==> src/rtl/pattern_serializer_pkg.sv <==
// ----------------------------------------------------------------------------
// pattern_serializer_pkg
// Shared GPU pattern definitions used by the serializer, the flipper and the
// pattern memory: default pixel depth, default row length and the
// pixel-index type.
// ----------------------------------------------------------------------------
package pattern_serializer_pkg;

    // Bits per pixel and pixels per pattern row at the default configuration.
    localparam int BPP_DEF = 2;
    localparam int PPR_DEF = 8;

    // Row word width at the default configuration.
    localparam int ROW_W_DEF = BPP_DEF * PPR_DEF;

    // Palette index of a single pixel.
    typedef logic [BPP_DEF-1:0] pix_idx_t;

endpackage

==> src/rtl/pattern_serializer_if.sv <==
// ----------------------------------------------------------------------------
// pattern_serializer_if
// Row-in / pixel-out handshake bundle for the pattern serializer.
//   in_valid   : a pattern row is offered
//   in_ready   : serializer accepts a row this cycle
//   in_pattern : packed row, pixel i at [W-1-BPP*i -: BPP]
//   in_hflip   : emit the row right-to-left
//   out_valid  : out_pixel is valid
//   out_ready  : consumer takes out_pixel this cycle
//   out_pixel  : current pixel index
//   out_last   : out_pixel is the final pixel of its row
// The master modport is the producer/consumer side, the slave modport is the
// serializer itself.
// ----------------------------------------------------------------------------
interface pattern_serializer_if
    import pattern_serializer_pkg::*;
#(
    parameter int BPP = BPP_DEF,
    parameter int PPR = PPR_DEF
) ();

    localparam int W = BPP * PPR;

    logic           in_valid;
    logic           in_ready;
    logic [W-1:0]   in_pattern;
    logic           in_hflip;
    logic           out_valid;
    logic           out_ready;
    logic [BPP-1:0] out_pixel;
    logic           out_last;

    modport master (
        output in_valid,
        output in_pattern,
        output in_hflip,
        output out_ready,
        input  in_ready,
        input  out_valid,
        input  out_pixel,
        input  out_last
    );

    modport slave (
        input  in_valid,
        input  in_pattern,
        input  in_hflip,
        input  out_ready,
        output in_ready,
        output out_valid,
        output out_pixel,
        output out_last
    );

endinterface

==> src/rtl/pattern_serializer_row_shifter.sv <==
// ----------------------------------------------------------------------------
// pattern_row_shifter
// Active row register of the pattern serializer: a shift register holding the
// row being emitted, its pixel counter and its hflip flag.
//   clk, rst_n     : clock, asynchronous active-low reset
//   flush_i        : discard the active row
//   load_i         : load loadRow_i / loadHflip_i as the new active row
//   loadRow_i      : packed row to load
//   loadHflip_i    : hflip flag of the row to load
//   ready_i        : consumer takes the current pixel
//   valid_o        : a row is active
//   pixel_o        : current pixel
//   last_o         : current pixel is the last of the row
//   lastHs_o       : last pixel handshakes this cycle (row is being vacated)
// ----------------------------------------------------------------------------
module pattern_row_shifter
    import pattern_serializer_pkg::*;
#(
    parameter int BPP = BPP_DEF,
    parameter int PPR = PPR_DEF
) (
    input  logic                 clk,
    input  logic                 rst_n,
    input  logic                 flush_i,
    input  logic                 load_i,
    input  logic [BPP*PPR-1:0]   loadRow_i,
    input  logic                 loadHflip_i,
    input  logic                 ready_i,
    output logic                 valid_o,
    output logic [BPP-1:0]       pixel_o,
    output logic                 last_o,
    output logic                 lastHs_o
);

    localparam int W  = BPP * PPR;
    localparam int CW = (PPR > 1) ? $clog2(PPR) : 1;

    logic [W-1:0]  row_q,   row_d;
    logic [CW-1:0] cnt_q,   cnt_d;
    logic          hflip_q, hflip_d;
    logic          valid_q, valid_d;

    logic advance;
    logic isLast;

    assign advance  = valid_q && ready_i;
    assign isLast   = valid_q && (cnt_q == CW'(PPR - 1));
    assign lastHs_o = advance && isLast;

    // The row is never reordered on load: a flipped row simply shifts the
    // other way, so the current pixel is always at one end of the register.
    assign valid_o = valid_q;
    assign last_o  = isLast;
    assign pixel_o = hflip_q ? row_q[BPP-1:0] : row_q[W-1 -: BPP];

    // Flush beats load, load beats advance. A load coinciding with the last
    // pixel handshake replaces the row with no empty cycle in between.
    always_comb begin
        row_d   = row_q;
        cnt_d   = cnt_q;
        hflip_d = hflip_q;
        valid_d = valid_q;
        if (flush_i) begin
            row_d   = '0;
            cnt_d   = '0;
            hflip_d = 1'b0;
            valid_d = 1'b0;
        end else if (load_i) begin
            row_d   = loadRow_i;
            cnt_d   = '0;
            hflip_d = loadHflip_i;
            valid_d = 1'b1;
        end else if (advance) begin
            row_d = hflip_q ? (row_q >> BPP) : (row_q << BPP);
            if (isLast) begin
                cnt_d   = '0;
                valid_d = 1'b0;
            end else begin
                cnt_d = cnt_q + 1'b1;
            end
        end
    end

    always_ff @(posedge clk or negedge rst_n) begin
        if (!rst_n) begin
            row_q   <= '0;
            cnt_q   <= '0;
            hflip_q <= 1'b0;
            valid_q <= 1'b0;
        end else begin
            row_q   <= row_d;
            cnt_q   <= cnt_d;
            hflip_q <= hflip_d;
            valid_q <= valid_d;
        end
    end

endmodule

==> src/rtl/pattern_serializer.sv <==
// ----------------------------------------------------------------------------
// pattern_serializer
// Turns packed pattern rows into a pixel stream, one pixel per handshake,
// optionally mirrored. Buffers at most two rows: the active row inside
// pattern_row_shifter and one holding row here.
//   clk   : clock
//   rst_n : asynchronous active-low reset
//   flush : synchronous discard of all buffered pixels (line start)
//   bus   : row-in / pixel-out handshake (slave side)
// ----------------------------------------------------------------------------
module pattern_serializer
    import pattern_serializer_pkg::*;
#(
    parameter int BPP = BPP_DEF,
    parameter int PPR = PPR_DEF
) (
    input  logic                 clk,
    input  logic                 rst_n,
    input  logic                 flush,
    pattern_serializer_if.slave  bus
);

    localparam int W = BPP * PPR;

    logic [W-1:0] holdRow_q,   holdRow_d;
    logic         holdHflip_q, holdHflip_d;
    logic         holdValid_q, holdValid_d;

    logic           shLoad;
    logic [W-1:0]   shRow;
    logic           shHflip;
    logic           actValid;
    logic [BPP-1:0] actPixel;
    logic           actLast;
    logic           actLastHs;

    logic inReady;
    logic xfer;
    logic activeFree;

    // in_ready is low while reset is asserted, so the reset term is included.
    assign inReady    = rst_n && !holdValid_q && !flush;
    assign xfer       = bus.in_valid && inReady;
    assign activeFree = !actValid || actLastHs;

    assign bus.in_ready  = inReady;
    assign bus.out_valid = actValid;
    assign bus.out_pixel = actPixel;
    assign bus.out_last  = actLast;

    // Row routing. The holding row can only be full while the active row is
    // busy, and in_ready is low then, so promotion and a fresh transfer never
    // coincide.
    always_comb begin
        shLoad      = 1'b0;
        shRow       = bus.in_pattern;
        shHflip     = bus.in_hflip;
        holdRow_d   = holdRow_q;
        holdHflip_d = holdHflip_q;
        holdValid_d = holdValid_q;
        if (flush) begin
            holdValid_d = 1'b0;
        end else if (holdValid_q && actLastHs) begin
            shLoad      = 1'b1;
            shRow       = holdRow_q;
            shHflip     = holdHflip_q;
            holdValid_d = 1'b0;
        end else if (xfer && activeFree) begin
            shLoad = 1'b1;
        end else if (xfer) begin
            holdRow_d   = bus.in_pattern;
            holdHflip_d = bus.in_hflip;
            holdValid_d = 1'b1;
        end
    end

    always_ff @(posedge clk or negedge rst_n) begin
        if (!rst_n) begin
            holdRow_q   <= '0;
            holdHflip_q <= 1'b0;
            holdValid_q <= 1'b0;
        end else begin
            holdRow_q   <= holdRow_d;
            holdHflip_q <= holdHflip_d;
            holdValid_q <= holdValid_d;
        end
    end

    pattern_row_shifter #(
        .BPP (BPP),
        .PPR (PPR)
    ) u_shifter (
        .clk         (clk),
        .rst_n       (rst_n),
        .flush_i     (flush),
        .load_i      (shLoad),
        .loadRow_i   (shRow),
        .loadHflip_i (shHflip),
        .ready_i     (bus.out_ready),
        .valid_o     (actValid),
        .pixel_o     (actPixel),
        .last_o      (actLast),
        .lastHs_o    (actLastHs)
    );

endmodule

==> src/flat_wrapper.sv <==
// flat-port wrapper written by rule: the top's interface ports become plain ports
module pattern_serializer_flat import pattern_serializer_pkg::*;
#(
    parameter int BPP = BPP_DEF,
    parameter int PPR = PPR_DEF
)
  (clk, rst_n, flush, bus_in_valid, bus_in_pattern, bus_in_hflip, bus_out_ready, bus_in_ready, bus_out_valid, bus_out_pixel, bus_out_last);
  pattern_serializer_if #(.BPP(BPP), .PPR(PPR)) bus_i ();
  input  logic clk;
  input  logic rst_n;
  input  logic flush;
  input wire logic [$bits(bus_i.in_valid)-1:0] bus_in_valid;
  input wire logic [$bits(bus_i.in_pattern)-1:0] bus_in_pattern;
  input wire logic [$bits(bus_i.in_hflip)-1:0] bus_in_hflip;
  input wire logic [$bits(bus_i.out_ready)-1:0] bus_out_ready;
  output wire logic [$bits(bus_i.in_ready)-1:0] bus_in_ready;
  output wire logic [$bits(bus_i.out_valid)-1:0] bus_out_valid;
  output wire logic [$bits(bus_i.out_pixel)-1:0] bus_out_pixel;
  output wire logic [$bits(bus_i.out_last)-1:0] bus_out_last;
  assign bus_i.in_valid = bus_in_valid;
  assign bus_i.in_pattern = bus_in_pattern;
  assign bus_i.in_hflip = bus_in_hflip;
  assign bus_i.out_ready = bus_out_ready;
  assign bus_in_ready = bus_i.in_ready;
  assign bus_out_valid = bus_i.out_valid;
  assign bus_out_pixel = bus_i.out_pixel;
  assign bus_out_last = bus_i.out_last;
  pattern_serializer #(.BPP(BPP), .PPR(PPR)) u_core (.clk(clk), .rst_n(rst_n), .flush(flush), .bus(bus_i));
endmodule
==> config.mk <==
export PLATFORM = sky130hd
export DESIGN_NAME = pattern_serializer_flat
export DESIGN_NICKNAME = d
export VERILOG_FILES = /design/src/rtl/pattern_serializer_pkg.sv /design/src/rtl/pattern_serializer_if.sv /design/src/rtl/pattern_serializer_row_shifter.sv /design/src/rtl/pattern_serializer.sv /design/src/flat_wrapper.sv
export SDC_FILE = /design/constraint.sdc
export NUM_CORES = 1
export LEC_CHECK = 0
export ABC_AREA = 0
export BUFFER_PORTS_ARGS = -buffer_cell sky130_fd_sc_hd__buf_2
export CELL_PAD_IN_SITES_DETAIL_PLACEMENT = 0
export CELL_PAD_IN_SITES_GLOBAL_PLACEMENT = 1
export CORE_MARGIN = 2
export CORE_UTILIZATION = 35
export CTS_CLUSTER_SIZE = 10
export DETAILED_ROUTE_END_ITERATION = 10
export HOLD_SLACK_MARGIN = 0.15
export PLACE_DENSITY = 0.62
export REMOVE_ABC_BUFFERS = 1
export SLEW_MARGIN = 20
export SYNTH_ARGS = -nofsm -noshare
export SYNTH_HDL_FRONTEND = slang
export SYNTH_SLANG_ARGS = --single-unit
==> constraint.sdc <==
create_clock -name clk -period 3.4 [get_ports clk]
set_input_delay 0.68 -clock clk [delete_from_list [all_inputs] [get_ports clk]]
set_output_delay 0.68 -clock clk [all_outputs]
set_load 0.05 [all_outputs]
==> out/qor.csv <==
stage,metric,value,unit
status,status,"complete, no violations",
detailed_routing,wl on met1,2.17,mm
clocking,Sink Count,39,
worst_setup_path,Crit Path Category,flip-flop to flip-flop,
detailed_routing,DRT iter0 DRCs,91,
worst_setup_path,Worst EP required,3.58,ns
hold_path,hold crit path type,input port to async pin,
sta,Setup-failing EPs final,0,
sta,Rel. slew slack,42.3,%
clocking,TritonCTS clock tree,done,
sta,clk_skew,0.00809,ns
worst_setup_path,Worst Path Max Fanout,12,
cells_and_area,"Core Util, Final",41.0,%
floorplanning,DIE WIDTH,82.1,µm
cells_and_area,Area Growth Syn to Fin,13.5,%
floorplanning,Core ar.,0.00592,mm²
cells_and_area,"commonest cells after routing, fill and taps aside","dfrtp_1 (39), mux2_2 (28), buf_2 (26), mux2i_1 (13), a221o_1 (12)",
clocking,CTS buffer count,5,
placed_design,Final HPWL DP,3.26,mm
sta,fin. max-slew vios,0,
synthesis,Yosys warning count,0,
synthesis,register area share after synthesis,45.7,%
detailed_routing,top routing layer in use,met4,
detailed_routing,Routed WL per cell,17.3,µm
cells_and_area,layout cells sized above 1,43.8,%
clocking,post-CTS resize count,0,
sta,sum of negative setup slack,0,ns
synthesis,Synth area leader,dfrtp_1,
sta,Final Hold Viols,0,
cells_and_area,Final #Nets,215,
detailed_routing,First-pass DRT Iterations,4,
floorplanning,Die Height,82.1,µm
detailed_routing,Via density,5.53,
detailed_routing,Routed WL,4.62,mm
detailed_routing,Met2 Wirelength,2.17,mm
worst_setup_path,Reg-to-Reg Start,u_core.u_shifter.cnt_q[0]$_DFFE_PN0P_,
clocking,H-tree depth,2,
sta,Tcrit/Tclk final,77.4,%
placed_design,PortBufs,26,
global_route,vias in the first global route,1604,
worst_setup_path,data arrival time of the worst path,2.81,ns
detailed_routing,routed via count,1477,
clocking,clk buf depth,2,
synthesis,Area contributors post-synth,"dfrtp_1 (46%), mux2_2 (15%), mux2i_1 (6.1%)",
synthesis,Mapped Area,0.00214,mm²
sta,fmax,380,MHz
worst_setup_path,r2r worst-path depth,6,
sta,PnR worst setup slack,0.768,ns
clocking,Post-CTS Setup Bufs,0,
worst_setup_path,Crit. End Element,flip-flop,
floorplanning,num rows,28,
synthesis,area share of the largest cell type after synthesis,45.7,%
placed_design,Post-Place Setup Slack,0.777,ns
global_route,initial antenna violation count,0,
floorplanning,I/O pins,27,
floorplanning,Starting Density,36.1,%
power,pwr/cell area,470,mW/mm²
placed_design,GP Congestion,0.818,
power,peak supply drop,0.161,mV
clocking,Clock Latency Late Sink,0.29,ns
cells_and_area,"Design Area, Final",0.00242,mm²
synthesis,count of cell types in the netlist,36,
synthesis,#FFs+latches synth,39,
global_route,total gr overflow,0,
global_route,largest net degree at the start of global routing,23,
clocking,"Clk pin slew, worst setup/hold paths",0.08,ns
sta,Worst-Margin Slew,0.865,ns
power,leakage,1.16,nW
job,max_cap viols,0,
sta,unrepaired setup endpoints after global routing,no,
global_route,first-pass GRT wire length,8.10,mm
detailed_routing,met3 WL post-DR,176,µm
cells_and_area,"commonest non-fill, non-tap cell in the layout",dfrtp_1,
clocking,Root Driver,clkbuf_8,
placed_design,dpl cell area,0.00229,mm²
clocking,CTS Hold Bufs,0,
synthesis,Synth Area per Inst,12.9,µm²
synthesis,Post-Synthesis Cells,165,
worst_setup_path,Worst R2R Setup Slack,0.77,ns
sta,post-layout minimum cycle time,2.63,ns
detailed_routing,Final ANT Viol Nets,0,
worst_setup_path,type of origin of the critical path,flip-flop,
worst_setup_path,RR Endpoint,u_core.u_shifter.row_q[9]$_DFFE_PN0P_,
detailed_routing,drt drc,0,
floorplanning,die area,0.00674,mm²
cells_and_area,ANT cells,0,
global_route,GRT Total Usage,15.8,%
## Yosys cell counts
cell type	count
dfrtp_1	39
mux2_2	28
mux2i_1	13
a221o_1	12
nor3_1	10
a21oi_1	7
nor3_2	7
nand2_1	6
o22ai_1	5
buf_6	3
mux2_1	3
buf_2	2
buf_4	2
clkbuf_8	2
ha_1	2
nor3b_1	2
o31ai_1	2
o31ai_2	2
a21bo_2	1
a21boi_2	1
a21o_1	1
a21oi_2	1
a221oi_2	1
a311oi_1	1
a31oi_1	1
and2_1	1
and2_2	1
and4bb_2	1
buf_1	1
inv_1	1
nand2_2	1
nand4_1	1
nand4bb_4	1
nor3_4	1
nor4bb_2	1
o21bai_2	1
## cell type report
class                      instances  area, µm²
tap                               75       93.8
timing repair buffer              29        153
fill                             567       3500
clock buffer                       6       72.6
inverter                           1       3.75
sequential                        39        976
multi-input combinational        115       1070
clock inverter                     2       60.1
## worst max-delay path by stage
stage	slack (ns)	end	from
6_report	0.77	u_core.u_shifter.row_q[9]$_DFFE_PN0P_	u_core.u_shifter.cnt_q[0]$_DFFE_PN0P_
3_3_place_gp	0.90	u_core.u_shifter.row_q[9]$_DFFE_PN0P_	bus_out_ready
3_5_place_dp	0.78	u_core.u_shifter.row_q[9]$_DFFE_PN0P_	u_core.u_shifter.cnt_q[0]$_DFFE_PN0P_
5_1_grt	0.57	u_core.u_shifter.row_q[9]$_DFFE_PN0P_	u_core.u_shifter.cnt_q[0]$_DFFE_PN0P_
4_1_cts	0.76	u_core.u_shifter.row_q[9]$_DFFE_PN0P_	u_core.u_shifter.cnt_q[0]$_DFFE_PN0P_
2_1_floorplan	0.68	u_core.u_shifter.row_q[9]$_DFFE_PN0P_	u_core.u_shifter.valid_o$_DFFE_PN0P_
## critical path, stage by stage (launching register included)
cell,delay [ns]
dfrtp_1,0.38
ha_1,0.17
ha_1,0.31
nand4_1,0.52
a21oi_2,0.53
nor3_2,0.22
a221o_1,0.38
## flip-flops by register name, indices dropped and copies added, names as in the netlist
name and cells:
u_core.holdValid_q 1, u_core.u_shifter.cnt_q 3, u_core.holdRow_q 16, u_core.holdHflip_q 1, u_core.u_shifter.row_q 16, u_core.u_shifter.hflip_q 1
u_core.u_shifter.valid_o 1
## where the power goes
group	leakage, nW	internal, mW	total, mW	switching, mW
Clock	0.0654	0.294	0.463	0.169
Combinational	0.574	0.0658	0.135	0.0689
Sequential	0.525	0.512	0.543	0.0308
Total	1.16	0.872	1.14	0.269
## routing by layer
layer,vias up,GRT usage (%)
li1,697,-
met5,-,0
met3,8,2.72
met4,0,7.33
met1,739,21.1
met2,33,25.2
## stage by stage
stage               hold slack, ns  instances  total power [mW]
CTS                          0.380        267              1.15
global placement             0.475        259             0.679
global route                 0.401        267              1.19
detailed placement           0.484        259             0.689
finish                       0.383        267              1.14
floorplan                    0.384        155             0.632
## cell families after synthesis
family                   Yosys count  share of synthesized area, %
multiplexers                      44                          22.4
flip-flops                        39                          45.7
AO/OA/AOI/OAI                     36                          14.3
AND/OR/NAND/NOR                   33                          12.0
buffers and inverters             11                          4.39
adder cells (fa/ha/maj)            2                          1.17
No activity file was read; power rests on OpenSTA's default activity.
